File: src/rtl/fxp_dot_accum.sv
// Q16.16 multiply-accumulate: consumes VEC_LEN operand pairs over valid/ready and returns
// one saturated dot product per vector over an output valid/ready handshake.
module fxp_dot_accum #(
    parameter int unsigned W       = 32,
    parameter int unsigned FRAC    = 16,
    parameter int unsigned VEC_LEN = 8
) (
    input  logic                i_clk,
    input  logic                i_rst,
    input  logic                i_start,
    input  logic                i_valid,
    input  logic signed [W-1:0] din_1,
    input  logic signed [W-1:0] din_2,
    output logic                o_ready,
    output logic signed [W-1:0] dout,
    output logic                o_valid,
    input  logic                i_ready,
    output logic                o_sat
);

    localparam int unsigned ACC_W = 2 * W - FRAC + $clog2(VEC_LEN);
    localparam int unsigned CW    = $clog2(VEC_LEN + 1);
    localparam int unsigned UW    = ACC_W - W + 1;

    localparam logic [CW-1:0] LAST = CW'(VEC_LEN - 1);

    localparam logic [1:0] IDLE  = 2'd0;
    localparam logic [1:0] ACCUM = 2'd1;
    localparam logic [1:0] DRAIN = 2'd2;
    localparam logic [1:0] DONE  = 2'd3;

    logic [1:0]                state;
    logic [CW-1:0]             count;
    logic signed [ACC_W-1:0]   acc;
    logic signed [ACC_W-1:0]   p_reg;
    logic                      p_vld;

    logic signed [2*W-1:0]     prod_full;
    logic signed [2*W-1:0]     prod_sh;
    logic signed [ACC_W-1:0]   prod_ext;
    logic [UW-1:0]             acc_upper;
    logic                      sat_flag;
    logic signed [W-1:0]       sat_val;

    // Full-width signed product, floored by the arithmetic shift; the shifted value always fits
    // in ACC_W bits so the resize only drops redundant sign bits.
    assign prod_full = (2 * W)'(din_1) * (2 * W)'(din_2);
    assign prod_sh   = prod_full >>> FRAC;
    assign prod_ext  = ACC_W'(prod_sh);

    assign o_ready = (state == ACCUM);

    // Result fits in W bits only when every bit from W-1 upward matches the sign.
    always_comb begin
        acc_upper = acc[ACC_W-1:W-1];
        sat_flag  = !((&acc_upper) || (~|acc_upper));
        sat_val   = acc[W-1:0];
        if (sat_flag) begin
            sat_val = acc[ACC_W-1] ? {1'b1, {(W - 1){1'b0}}} : {1'b0, {(W - 1){1'b1}}};
        end
    end

    always_ff @(posedge i_clk) begin
        if (i_rst) begin
            state   <= IDLE;
            count   <= '0;
            acc     <= '0;
            p_reg   <= '0;
            p_vld   <= 1'b0;
            dout    <= '0;
            o_valid <= 1'b0;
            o_sat   <= 1'b0;
        end else begin
            if (p_vld) begin
                acc <= acc + p_reg;
            end
            case (state)
                IDLE: begin
                    if (i_start) begin
                        acc   <= '0;
                        count <= '0;
                        state <= ACCUM;
                    end
                end
                ACCUM: begin
                    if (i_valid) begin
                        p_reg <= prod_ext;
                        p_vld <= 1'b1;
                        count <= count + 1'b1;
                        if (count == LAST) begin
                            state <= DRAIN;
                        end
                    end else begin
                        p_vld <= 1'b0;
                    end
                end
                DRAIN: begin
                    p_vld <= 1'b0;
                    state <= DONE;
                end
                DONE: begin
                    // First DONE edge publishes the result; later edges wait for the consumer.
                    if (!o_valid) begin
                        dout    <= sat_val;
                        o_sat   <= sat_flag;
                        o_valid <= 1'b1;
                    end else if (i_ready) begin
                        o_valid <= 1'b0;
                        o_sat   <= 1'b0;
                        state   <= IDLE;
                    end
                end
                default: state <= IDLE;
            endcase
        end
    end

endmodule

File: config.mk
export PLATFORM = sky130hd
export DESIGN_NAME = fxp_dot_accum
export DESIGN_NICKNAME = d
export VERILOG_FILES = /design/src/rtl/fxp_dot_accum.sv
export SDC_FILE = /design/constraint.sdc
export NUM_CORES = 2
export LEC_CHECK = 0
export BUFFER_PORTS_ARGS = -buffer_cell sky130_fd_sc_hd__buf_2
export CORE_MARGIN = 1.5
export CORE_UTILIZATION = 49
export CTS_BUF_LIST = sky130_fd_sc_hd__clkbuf_8
export CTS_CLUSTER_DIAMETER = 50
export CTS_CLUSTER_SIZE = 24
export DETAILED_ROUTE_END_ITERATION = 6
export MAX_ROUTING_LAYER = met4
export PLACE_DENSITY_LB_ADDON = 0.3
export SYNTH_ARGS = -nofsm -noshare
export SYNTH_HDL_FRONTEND = slang
export SYNTH_SLANG_ARGS = --single-unit
File: constraint.sdc
create_clock -name i_clk -period 7.8 [get_ports i_clk]
set_input_delay 1.17 -clock i_clk [delete_from_list [all_inputs] [get_ports i_clk]]
set_output_delay 1.17 -clock i_clk [all_outputs]
set_load 0.02 [all_outputs]
# Word level (Yosys, flattened, before mapping)
# Cells that the tools add are included.
# totals
register_bits	140
word_cells	55
# op_classes
addsub	2
n_mul	1
n_eq_ne	10
muxes	20
n_bitwise	1
reduce_logical	13
# ops
operator	count
$mux W51	3
$mul A32 B32 Y64	1
$mux W32	2
$add A51 B48 Y51	1
$reduce_and A20 Y1	1
$reduce_or A20 Y1	1
$mux W2	5
$mux W4	2
$ne A2 B2 Y1 const B	4
$pmux W2 S4	1
$pmux W4 S2	1
$reduce_and A2 Y1	3
$mux W1	5
$reduce_and A5 Y1	1
$add A4 B1 Y4 const B	1
$eq A2 B2 Y1 const B	2
$eq A4 B3 Y1 const B	1
$ne A2 B1 Y1 const B	2
$reduce_bool A2 Y1	2
$reduce_and A3 Y1	1
$eq A2 B1 Y1 const B	1
$logic_not A1 Y1	2
$logic_not A2 Y1	1
$pmux W1 S2	1
other kinds (2)	2

# Depth between registers and ports, before layout
# logic_depth
word_depth	5
mapped_depth	31
mapped_depth_nobuf	30

# Worst setup path before layout
# OpenSTA, ideal clock, no wires.
# synth_timing
kind	input to register
startpoint	in din_2[2]
endpoint	reg p_reg[41]
setup_time_ns	0.132
arrival_ns	8.195
required_time_ns	7.668
setup_slack_ns	-0.527
cell_stages	27
path_buffers	1
path_cell_list	clkbuf_1 -> nand2_1 -> inv_1 -> fa_1 -> inv_1 -> fa_1 -> inv_1 -> fa_1 -> fa_1 -> inv_1 -> fa_1 -> inv_1 -> fa_1 -> inv_1 -> fa_1 -> inv_1 -> fa_1 -> ha_1 -> a21oi_1 -> nor2b_1 -> o21ai_0 -> nand2b_1 -> or3b_2 -> o21a_1 -> xor2_1 -> nand2_1 -> a21oi_1
# synth_via
elab_chain_cells	1
# synth_rtl
item	line_no	text
from (decl)	13	input logic signed [W-1:0] din_2,
$mul A32 B32 Y64	47	assign prod_full = (2 * W)'(din_1) * (2 * W)'(din_2);
to (signal assigned)	87	p_reg <= prod_ext;
to (decl)	35	logic signed [ACC_W-1:0] p_reg;
# No other way between the ends.
# A chain may end at the register's enable or synchronous reset.

# Worst setup path in the final report
# layout_timing
startpoint	in din_1[28]
endpoint	reg p_reg[40]
# layout_via
elab_chain_cells	1
# layout_rtl
item	line_no	text
from (decl)	12	input logic signed [W-1:0] din_1,
$mul A32 B32 Y64	47	
# No other way between the ends.

==> results.cfg <==
[run_status]
status = complete, but fails checks
violations = negative setup slack

[synthesis]
synth_top_area_frac = 0.498
netlist_top_cells_area = fa_1, inv_1, and2_1, ha_1, dfxtp_1
syn-num-nets = 6193
synthCells = 4806
async_flop_share = 0
synth_area_per_cell_um2 = 9.05
syn_area_um2 = 43500
synth_cell_type_count = 73
synth.top_cells.by_count = fa_1, inv_1, nand2_1, and2_1, clkbuf_1
yosysWarnings = 0
synth-main-ff-cell = dfxtp_1
ys_seq_area_frac = 0.0644
synth_seq_cells = 140
yosysTopAreaCell = fa_1
synth_most_common_cell = fa_1
synth_edf_count = 0

[floorplan]
ios = 104
start_util = 0.493
rows = 109
core_um2 = 88200
fp.dieH_um = 301
die_x_um = 301
die_area_um2 = 90600

[setup_path]
worstPathBufferInverterCount = 6
crit_type = in -> reg
cp_slowest_cell = fa_1
cp_common_cell = fa_1
slowest_delay_ps = 570
worstSetupEndpointType = flip-flop
worstPathMaxFanout = 15
timing.critical_path.depth = 25
required_ps = 8210
rr_worst_depth = 13
cp.arrival_ps = 8320
critical_path.top_delay_family = adder cells
worst_setup_path_start_kind = input pin

[timing]
layout_setup_ws_ps = -114
holdWs_ps = 452
report.final.slew_viol_count = 0
finalHoldViolations = 0
finClkSkew_ps = 16.6
max_freq_mhz = 126
rsz0062_at_grt = yes
fin_crit_sh = 1.01
worst_pin_slew_ps = 1200
maxSlewHeadroom = 0.196
finalCriticalPeriod_ps = 7910
setup_viol = 4

[clock_tree]
cts_tree = done
clkTransAtPathRegs_ps = 80
worstSkewPairLatency_ps = 460
clock_path_buffers = 2
cts_hold_buf = 0
cts.sink_count = 140
h-tree-depth = 4
root_buffer = clkbuf_8
cts_buffers = 17

[routing]
avgRoutedWirePerCell_um = 18.2
wl_um = 115000
via_count = 33000
met2WireLength_um = 52100
vias_per_cell = 5.22
first_pass_iters = 6
drtAntennaViolNets = 0
met1_length_um = 51400
drt_iter0_markers = 1954
route.detailed.drc = 0
routed.top_layer = met4
route.met3.wl_um = 9240

[final_layout]
drive_gt1_frac = 0.148
nets = 6533
area_growth_pct = 14.6
largest_reg_flops = 51

[placed_design]
io_buffers = 103
dp_hpwl_um = 99500
place_congestion = 0.952

[grt]
grt_max_degree = 51
grt_pass1_wl_um = 187000
track_usage = 0.270
grt_pass1_vias = 35400
antenna_found_initial = 5
overflow = 0

[min_path]
hp-class = reg -> reg
hold_path_depth = 2

[flow_run]
max-cap-violations = 0
-- final cells by class --
cell class	instances	area, um^2
Antenna cell	5	12.5
Clock buffer	19	262
Clock inverter	12	113
Fill cell	7806	38400
Inverter	1030	3870
Multi-Input combinational cell	3376	36500
Sequential cell	140	2800
Tap cell	1165	1460
Timing Repair Buffer	581	4830
-- logic make-up (layout without fill, tap and decap cells) --
group                    Yosys count  after routing  synth area share
adder cells (fa/ha/maj)         1318           1318             0.566
AND/OR/NAND/NOR                 1462           1462             0.162
flip-flops                       140            140            0.0644
other                              0              5                 0
AO/OA/AOI/OAI                    468            468            0.0700
buffers and inverters           1290           1642             0.111
multiplexers                      26             26           0.00598
XOR/XNOR                         102            102            0.0205
-- metrics by stage --
step	instances	cell area (um^2)	util	worst slack (ps)	TNS, ps
6_report	6328	49900	0.565	-114	-244
3_5_place_dp	6268	48500	0.550	-855	-23400
5_1_grt	6327	49900	0.565	-327	-2990
3_3_place_gp	6268	48500	0.550	-798	-20260
4_1_cts	6307	49200	0.558	-111	-472
2_1_floorplan	4806	43800	-	-326	-1600
-- repair_timing --
action                     4_1_cts  5_1_grt
setup endpoints to repair       25       37
pin swaps                       24       89
hold endpoints to repair         0        0
buffers inserted                 8       16
cloned                           0        2
resized for setup               84      124
-- cell usage in the layout (no fill, tap or decap), drive strengths merged, types with 59 or more instances in the layout --
| cell | netlist | layout |
|---|---|---|
| a21o | 59 | 59 |
| a21oi | 174 | 174 |
| and2 | 489 | 489 |
| buf | 10 | 577 |
| dfxtp | 140 | 140 |
| fa | 1082 | 1082 |
| ha | 236 | 236 |
| inv | 1030 | 1034 |
| nand2 | 703 | 703 |
| nor2 | 123 | 123 |
| o21ai | 64 | 64 |
| xnor2 | 65 | 65 |
-- worst min-delay path: stages (launching register included) --
cell     delay, ps
dfxtp_1        310
nand2_1         50
a21oi_1         50
-- path summary, 6_finish.rpt --
| check | start | end | slack, ps |
|---|---|---|---|
| worst min register to register | dout[2]$_SDFFE_PP0P_ | dout[2]$_SDFFE_PP0P_ | 450 |
| worst max register to register | acc[0]$_SDFF_PP0_ | acc[30]$_SDFF_PP0_ | 4360 |
| worst min-delay path | dout[2]$_SDFFE_PP0P_ | dout[2]$_SDFFE_PP0P_ | 450 |
| worst max-delay path | din_1[28] | p_reg[40]$_SDFFE_PP0P_ | -110 |
-- per-layer routing --
| metal | global-route usage | vias to the layer above |
|---|---|---|
| li1 | - | 15000 |
| met1 | 0.373 | 16800 |
| met2 | 0.412 | 1043 |
| met3 | 0.0566 | 175 |
| met4 | 0.0596 | 0 |
| met5 | - | - |
Power is not shown: default switching activity piles up to over one toggle a cycle in this logic, so the estimate is an artifact.
